$ cat src/rtl/i2c_target.sv
// I2C target (7-bit address) exposing an 8-bit word-addressed register port.
// Optional build macro: I2C_TARGET_GLITCH_FILTER_EN adds a 3-sample majority filter on SCL/SDA.
module i2c_target #(
  parameter int ADDR_W = 8
) (
  input  logic              clk,
  input  logic              rst,
  input  logic [6:0]        dev_addr,
  input  logic              scl_i,
  input  logic              sda_i,
  output logic              sda_oe,
  output logic              wr_en,
  output logic [ADDR_W-1:0] wr_addr,
  output logic [7:0]        wr_data,
  output logic              rd_req,
  output logic [ADDR_W-1:0] rd_addr,
  input  logic [7:0]        rd_data,
  output logic              busy
);

  typedef enum logic [3:0] {
    IDLE, DEV, DEV_ACK, WORD, WORD_ACK, WDATA, WDATA_ACK, RDATA, RDATA_ACK, WAIT_STOP
  } state_t;

  state_t            state, state_d;
  logic [1:0]        scl_s, sda_s;
  logic              scl, sda, scl_q, sda_q;
  logic              scl_rise, scl_fall, start_det, stop_det;
  logic [7:0]        shreg;
  logic [3:0]        cnt;
  logic              rw, rd_req_q;
  logic [ADDR_W-1:0] ptr;
  logic              addr_hit;
  logic              sda_oe_d, busy_d, wr_fire, rd_fire;

  // Pads are asynchronous: two-flop synchronisers, idle-high after reset.
  // NOTE: sequential state uses non-blocking (<=) so every flop samples pre-edge values.
  always_ff @(posedge clk) begin
    if (rst) begin
      scl_s <= 2'b11;
      sda_s <= 2'b11;
    end else begin
      scl_s <= {scl_s[0], scl_i};
      sda_s <= {sda_s[0], sda_i};
    end
  end

`ifdef I2C_TARGET_GLITCH_FILTER_EN
  logic [1:0] scl_h, sda_h;
  logic       scl_f, sda_f;

  // Majority of the last three synchronised samples rejects single-clock pulses.
  always_ff @(posedge clk) begin
    if (rst) begin
      scl_h <= 2'b11;
      sda_h <= 2'b11;
      scl_f <= 1'b1;
      sda_f <= 1'b1;
    end else begin
      scl_h <= {scl_h[0], scl_s[1]};
      sda_h <= {sda_h[0], sda_s[1]};
      scl_f <= (scl_s[1] & scl_h[0]) | (scl_s[1] & scl_h[1]) | (scl_h[0] & scl_h[1]);
      sda_f <= (sda_s[1] & sda_h[0]) | (sda_s[1] & sda_h[1]) | (sda_h[0] & sda_h[1]);
    end
  end

  assign scl = scl_f;
  assign sda = sda_f;
`else
  assign scl = scl_s[1];
  assign sda = sda_s[1];
`endif

  always_ff @(posedge clk) begin
    if (rst) begin
      scl_q <= 1'b1;
      sda_q <= 1'b1;
    end else begin
      scl_q <= scl;
      sda_q <= sda;
    end
  end

  assign scl_rise  = scl & ~scl_q;
  assign scl_fall  = ~scl & scl_q;
  assign start_det = scl & scl_q & sda_q & ~sda;
  assign stop_det  = scl & scl_q & ~sda_q & sda;
  assign addr_hit  = (shreg[7:1] == dev_addr);

  always_ff @(posedge clk) begin
    if (rst) state <= IDLE;
    else     state <= state_d;
  end

  // NOTE: every combinational output gets a default first so no latch is inferred.
  always_comb begin
    state_d = state;
    if (start_det)     state_d = DEV;
    else if (stop_det) state_d = IDLE;
    else begin
      case (state)
        DEV:       if (scl_fall && cnt == 4'd8) state_d = addr_hit ? DEV_ACK : WAIT_STOP;
        DEV_ACK:   if (scl_fall) state_d = rw ? RDATA : WORD;
        WORD:      if (scl_fall && cnt == 4'd8) state_d = WORD_ACK;
        WORD_ACK:  if (scl_fall) state_d = WDATA;
        WDATA:     if (scl_fall && cnt == 4'd8) state_d = WDATA_ACK;
        WDATA_ACK: if (scl_fall) state_d = WDATA;
        RDATA:     if (scl_fall && cnt == 4'd8) state_d = RDATA_ACK;
        RDATA_ACK: begin
          if (scl_rise && sda) state_d = WAIT_STOP;
          else if (scl_fall)   state_d = RDATA;
        end
        default:   state_d = state;
      endcase
    end
  end

  // SDA only moves on an SCL fall, so the registered sda_oe lags that fall by one clk.
  always_comb begin
    sda_oe_d = sda_oe;
    busy_d   = busy;
    wr_fire  = 1'b0;
    rd_fire  = 1'b0;
    if (stop_det) begin
      sda_oe_d = 1'b0;
      busy_d   = 1'b0;
    end else if (start_det) begin
      sda_oe_d = 1'b0;
    end else begin
      case (state)
        DEV: if (scl_fall && cnt == 4'd8) begin
          sda_oe_d = addr_hit;
          busy_d   = addr_hit;
        end
        DEV_ACK: begin
          if (scl_rise && rw) rd_fire = 1'b1;
          if (scl_fall) sda_oe_d = rw ? ~shreg[7] : 1'b0;
        end
        WORD, WDATA: begin
          if (state == WDATA && scl_rise && cnt == 4'd7) wr_fire = 1'b1;
          if (scl_fall && cnt == 4'd8) sda_oe_d = 1'b1;
        end
        WORD_ACK, WDATA_ACK: if (scl_fall) sda_oe_d = 1'b0;
        RDATA: if (scl_fall) sda_oe_d = (cnt == 4'd8) ? 1'b0 : ~shreg[7];
        RDATA_ACK: begin
          if (scl_rise && !sda) rd_fire = 1'b1;
          if (scl_rise && sda)  busy_d  = 1'b0;
          if (scl_fall)         sda_oe_d = ~shreg[7];
        end
        default: sda_oe_d = 1'b0;
      endcase
    end
  end

  always_ff @(posedge clk) begin
    if (rst) begin
      sda_oe   <= 1'b0;
      busy     <= 1'b0;
      wr_en    <= 1'b0;
      rd_req   <= 1'b0;
      rd_req_q <= 1'b0;
      wr_addr  <= '0;
      wr_data  <= '0;
      rd_addr  <= '0;
      ptr      <= '0;
      shreg    <= '0;
      cnt      <= '0;
      rw       <= 1'b0;
    end else begin
      sda_oe   <= sda_oe_d;
      busy     <= busy_d;
      wr_en    <= wr_fire;
      rd_req   <= rd_fire;
      rd_req_q <= rd_req;

      // Bit counter restarts on every state change and on any START.
      if (start_det || state_d != state) cnt <= '0;
      else if (scl_rise)                 cnt <= cnt + 4'd1;

      // Read data arrives one clk after rd_req and replaces the shifted-in bits.
      if (rd_req_q)      shreg <= rd_data;
      else if (scl_rise) shreg <= {shreg[6:0], sda};

      if (state == DEV && state_d == DEV_ACK) rw <= shreg[0];

      if (state == WORD && state_d == WORD_ACK) begin
        ptr <= ADDR_W'(shreg);
      end else if (wr_fire) begin
        wr_addr <= ptr;
        wr_data <= {shreg[6:0], sda};
        ptr     <= ptr + 1'b1;
      end else if (rd_fire) begin
        rd_addr <= ptr;
        ptr     <= ptr + 1'b1;
      end
    end
  end

endmodule

$ cat config.mk
export PLATFORM = sky130hd
export DESIGN_NAME = i2c_target
export DESIGN_NICKNAME = d
export VERILOG_FILES = /design/src/rtl/i2c_target.sv
export SDC_FILE = /design/constraint.sdc
export NUM_CORES = 1
export LEC_CHECK = 0
export CORE_MARGIN = 3
export CORE_UTILIZATION = 25
export CTS_CLUSTER_DIAMETER = 60
export DETAILED_ROUTE_END_ITERATION = 6
export MAX_ROUTING_LAYER = met4
export PLACE_DENSITY_LB_ADDON = 0.1
export SKIP_CTS_REPAIR_TIMING = 1
export SLEW_MARGIN = 20
export SYNTH_ARGS = -nofsm -noshare
export SYNTH_HDL_FRONTEND = slang
export SYNTH_SLANG_ARGS = --single-unit
$ cat constraint.sdc
create_clock -name clk -period 2.7 [get_ports clk]
set_clock_uncertainty 0.2 [all_clocks]
set_input_delay 0.54 -clock clk [delete_from_list [all_inputs] [get_ports clk]]
set_output_delay 0.54 -clock clk [all_outputs]
set_load 0.02 [all_outputs]
== Word-level counts from Yosys, hierarchy flattened ==
Index checks and enable logic that the tools add are counted.
Word-level totals
  input port bits: 19
  word-level logic and storage cells: 115
  flip-flop bits (word level): 60
Cells by class
  add/sub/neg operators: 2
  equal/unequal tests: 21
  bitwise logic cells: 15
  multiplexer cells: 38
  reduce and logical (&&, ||, !) cells: 22
Operator list (number)
  two-way mux 4 bit: 11
  two-way mux 8 bit: 5
  one-hot mux 4 bit (7 select lines): 1
  equality test 4 x 3 -> 1 bit (second input constant): 6
  two-way mux 1 bit: 17
  equality test 4 x 2 -> 1 bit (second input constant): 3
  inequality test 2 bit (second input constant): 6
  adder 8 x 1 -> 8 bit (second input constant): 1
  equality test 4 bit (second input constant): 2
  logical AND 1 bit: 8
  NOT 1 bit: 8
  OR reduction 2 bit: 4
  AND 1 bit: 7
  equality test 7 bit: 1
  one-hot mux 1 bit (6 select lines): 1
  AND reduction 6 bit: 1
  adder 4 x 1 -> 4 bit (second input constant): 1
  equality test 4 x 1 -> 1 bit (second input constant): 1
  inequality test 4 bit: 1
  one-hot mux 1 bit (2 select lines): 2
  AND reduction 4 bit: 1
  nonzero test 2 bit: 2
  two-way mux 3 bit: 1
  AND reduction 3 bit: 1
  6 further kinds: 6

== Longest topological paths before layout ==
  depth after elaboration: 11
  mapped depth: 8
  depth with buffers taken out: 7

== Least setup slack after synthesis ==
No wires, ideal clock.
  path type: flip-flop to flip-flop
  from: register state[3]
  to: register ptr[2]
  arrival time: 1.812 ns
  cell stages (with the launch flop): 8
  data required time: 2.414 ns
  slack: 0.602 ns
  buffers on the path: 2
  library setup time: 0.086 ns
  cells stage by stage: dfxtp_1 > buf_4 > or3b_1 > a211oi_1 > buf_2 > o21ai_0 > xnor2_1 > a211oi_1
On the way
  word-level cells in the longest chain between the ends: 9
RTL lines
  start, declared: RTL line 25  | state_t state, state_d;
  start signal, assigned: RTL line 92  | else state <= state_d;
  branches (longest 9 deep; another with one-hot mux 4 bit (7 select lines))
  end signal, assigned: RTL line 187  | ptr <= ADDR_W'(shreg);
  end signal, assigned: RTL line 191  | ptr <= ptr + 1'b1;
  end signal, assigned: RTL line 194  | ptr <= ptr + 1'b1;
  end, declared: RTL line 32  | logic [ADDR_W-1:0] ptr;
Several ways; the timed one is not identified.
A chain may end at the register's enable or synchronous reset.

== Worst setup path after layout ==
  from: register cnt[0]
  to: register ptr[1]
On the way
  word-level cells in the longest chain between the ends: 9
RTL lines
  start, declared: RTL line 30  | logic [3:0] cnt;
  start signal, assigned: RTL line 178  | else if (scl_rise) cnt <= cnt + 4'd1;
  equality test 4 bit
  logical AND 1 bit
  two-way mux 4 bit, on equally long branches
  one-hot mux 4 bit (7 select lines): RTL line 101  | case (state)
  two-way mux 4 bit: RTL line 99  | else if (stop_det) state_d = IDLE;
  two-way mux 4 bit: RTL line 98  | if (start_det) state_d = DEV;
  equality test 4 x 3 -> 1 bit: RTL line 186  | if (state == WORD && state_d == WORD_ACK) begin
  logical AND 1 bit: RTL line 186
  nonzero test 3 bit (no line) or two-way mux 8 bit (tied branches)
Several ways; a longest one is shown, not always the timed one.

==> metrics.md <==
| Metric | Value |
|---|---|
| Total design power | 2.12 mW |
| Met2 Track Usage GR | 20.3% |
| Final setup fails | 0 |
| Syn_nets | 392 |
| Crit path launch type | register |
| Commonest non-fill, non-tap cell in the layout | nand2_1 |
| Syn. warnings | 0 |
| Fmax achieved | 418 MHz |
| Drt drc | 0 |
| DRT Pass-1 Iters | 4 |
| Share of the synthesized area in the top cell type | 41.3% |
| Clock tree buffer depth | 2 |
| DIE AREA | 13000 sq um |
| Setup CP Type | register to register |
| Most frequent cells in the layout | 74 x nand2_1, 60 x dfxtp_1, 49 x a21oi_1, 45 x clkdlybuf4s50_1, 31 x nor2_1 |
| Synth async-reset ratio | 0% |
| Htree depth | 3 |
| Final worst setup slack | 0.307 ns |
| TritonCTS buffer count | 9 |
| Crit path DAT | 2.45 ns |
| Die span in x | 114 microns |
| Worst-path clk slew | 0.06 ns |
| Final nets | 440 |
| Placer Congestion | 0.895 |
| Crit path capture type | register |
| First-pass GRT wire length | 14.0 mm |
| Core ar. | 11100 sq um |
| Global route overflow | 0 |
| Initial core utilization | 26.2% |
| Max Fanout on Critical Path | 7 |
| Largest net degree at the start of global routing | 40 |
| CTS tree | yes |
| Leak pwr | 1.30 nW |
| Slew HR | 59.5% |
| Met3 GRT Util | 3.02% |
| CTS root buffer | clkbuf_16 |
| WHS | 0.208 ns |
| Endpoints failing hold | 0 |
| Met1 usage | 19.6% |
| Post-route core utilization | 34.7% |
| Number of global-route vias before repair | 2654 |
| Min-delay worst type | register to register |
| Cell count after synthesis | 370 |
| Pwr per Cell Area | 552 nW/um^2 |
| Pre-CTS WS | 0.327 ns |
| Post-synth cell types | 53 |
| WL final | 8.64 mm |
| Die Y-Extent | 114 microns |
| # IOs | 47 |
| Largest cells by area after synthesis | dfxtp_1 41%, nand2_1 9.6%, a21oi_1 8.4% |
| Synth Flop Type | dfxtp_1 |
| Slew Limit Fails | 0 |
| Avg Cell Area, Syn | 7.85 sq um |
| Clock Sinks | 60 |
| RSZ-0062 raised after global routing | no |
| Seq cells post-synth | 60 |
| Vias | 2785 |
| DP HPWL | 6.20 mm |
| Setup TNS | 0 ns |
| Status | completed |
| Peak supply drop | 217 uV |
| Row count | 38 |
| Wire per inst | 15.3 microns |
| Yosys top cell by area | dfxtp_1 |
| ANT cells | 0 |
| Final min period | 2.39 ns |
| I/O Buffers | 46 |
| Synthesized cell area | 2910 sq um |
| CP required | 2.75 ns |
| Post-synth EDFFs | 0 |
| Max-Cap Viols | 0 |
| Final ANT Viol Nets | 0 |
| GRT Total Usage | 14.1% |
| Clk_lat worst skew | 0.33 ns |
| Slew @ Worst Pin | 0.601 ns |
| Sequential fraction of the synthesis area | 41.3% |
| Vias per inst | 4.95 |
| GR peak layer | met2 |
| Fraction of layout cells with a size suffix above 1 | 10.4% |
| Synthesis-to-finish area growth | 32.3% |
| Initial antenna violation count | 0 |
| Tcrit/Tclk final | 88.6% |
| Initial drt markers | 151 |
power by group:
part,internal (mW),leakage [nW],total [mW],switching (mW)
sequential,0.890,0.484,0.896,0.00545
clock,0.714,0.139,1.15,0.431
combinational,0.0414,0.678,0.0795,0.0381
cell usage after synthesis, drive strengths merged, types with 3 or more instances:
cell,instances
ha,3
nor4,3
nand3b,4
xnor2,14
clkbuf,19
nand3,7
nor2,31
and3,4
dfxtp,60
xor2,4
or2,7
inv,6
nor3,8
buf,5
nor2b,6
o31ai,3
nand2,74
nand4,4
nand2b,4
o21ai,9
a211oi,12
nor3b,3
a21oi,49
kinds of logic after synthesis:
kind of cell,count (synthesis),share of synthesized area (%)
adder cells (fa/ha/maj),3,1.29
buffers and inverters,30,4.13
flip-flops,60,41.3
multiplexers,1,0.345
AND/OR/NAND/NOR,163,26.4
AO/OA/AOI/OAI,95,21.0
XOR/XNOR,18,5.43
worst max-delay path: stages, from the launching register on:
cell	delay, ns
dfxtp_1	0.34
inv_1	0.07
ha_1	0.17
nand3b_1	0.21
nor2_1	0.54
nand3_1	0.38
and3_1	0.25
nor3_1	0.15
per-stage QoR:
| step | cell area, sq um | std cells |
|---|---|---|
| final | 3840 | 563 |
| after global routing | 3840 | 563 |
| after CTS | 3840 | 563 |
| after detailed placement | 3550 | 547 |
| after global placement | 3550 | 547 |
| after floorplan | 2910 | 370 |
flip-flops by register name, summed over array words and instances (netlist names), 2 cells and up:
name and cells:
ptr 8, rd_addr 8, shreg 8, wr_addr 8, wr_data 8, cnt 4, state 4, scl_s 2
sda_s 2
final cells by class:
| cell class | instances | area [sq um] |
|---|---|---|
| clock buffer | 10 | 229 |
| fill | 1200 | 7230 |
| timing repair buffer | 61 | 568 |
| clock inverter | 6 | 63.8 |
| tap | 140 | 175 |
| sequential | 60 | 1200 |
| multi-input combinational | 280 | 1580 |
| inverter | 6 | 22.5 |
routing by layer:
layer	share of wire [%]	wire, microns	vias to the layer above
li1	-	-	1389
met4	1.7	147	0
met5	0	0	-
met2	43	3700	89
met3	4.8	414	18
met1	51	4380	1289
worst paths after layout:
check,startpoint,to,slack [ns],cells after the start
setup / recovery,cnt[0],ptr[1],0.31,7
hold / removal,sda_s[0],sda_s[1],0.21,1
setup reg to reg,cnt[0],ptr[1],0.31,7
hold reg to reg,sda_s[0],sda_s[1],0.21,1
Power figures use the tool's default switching activity.
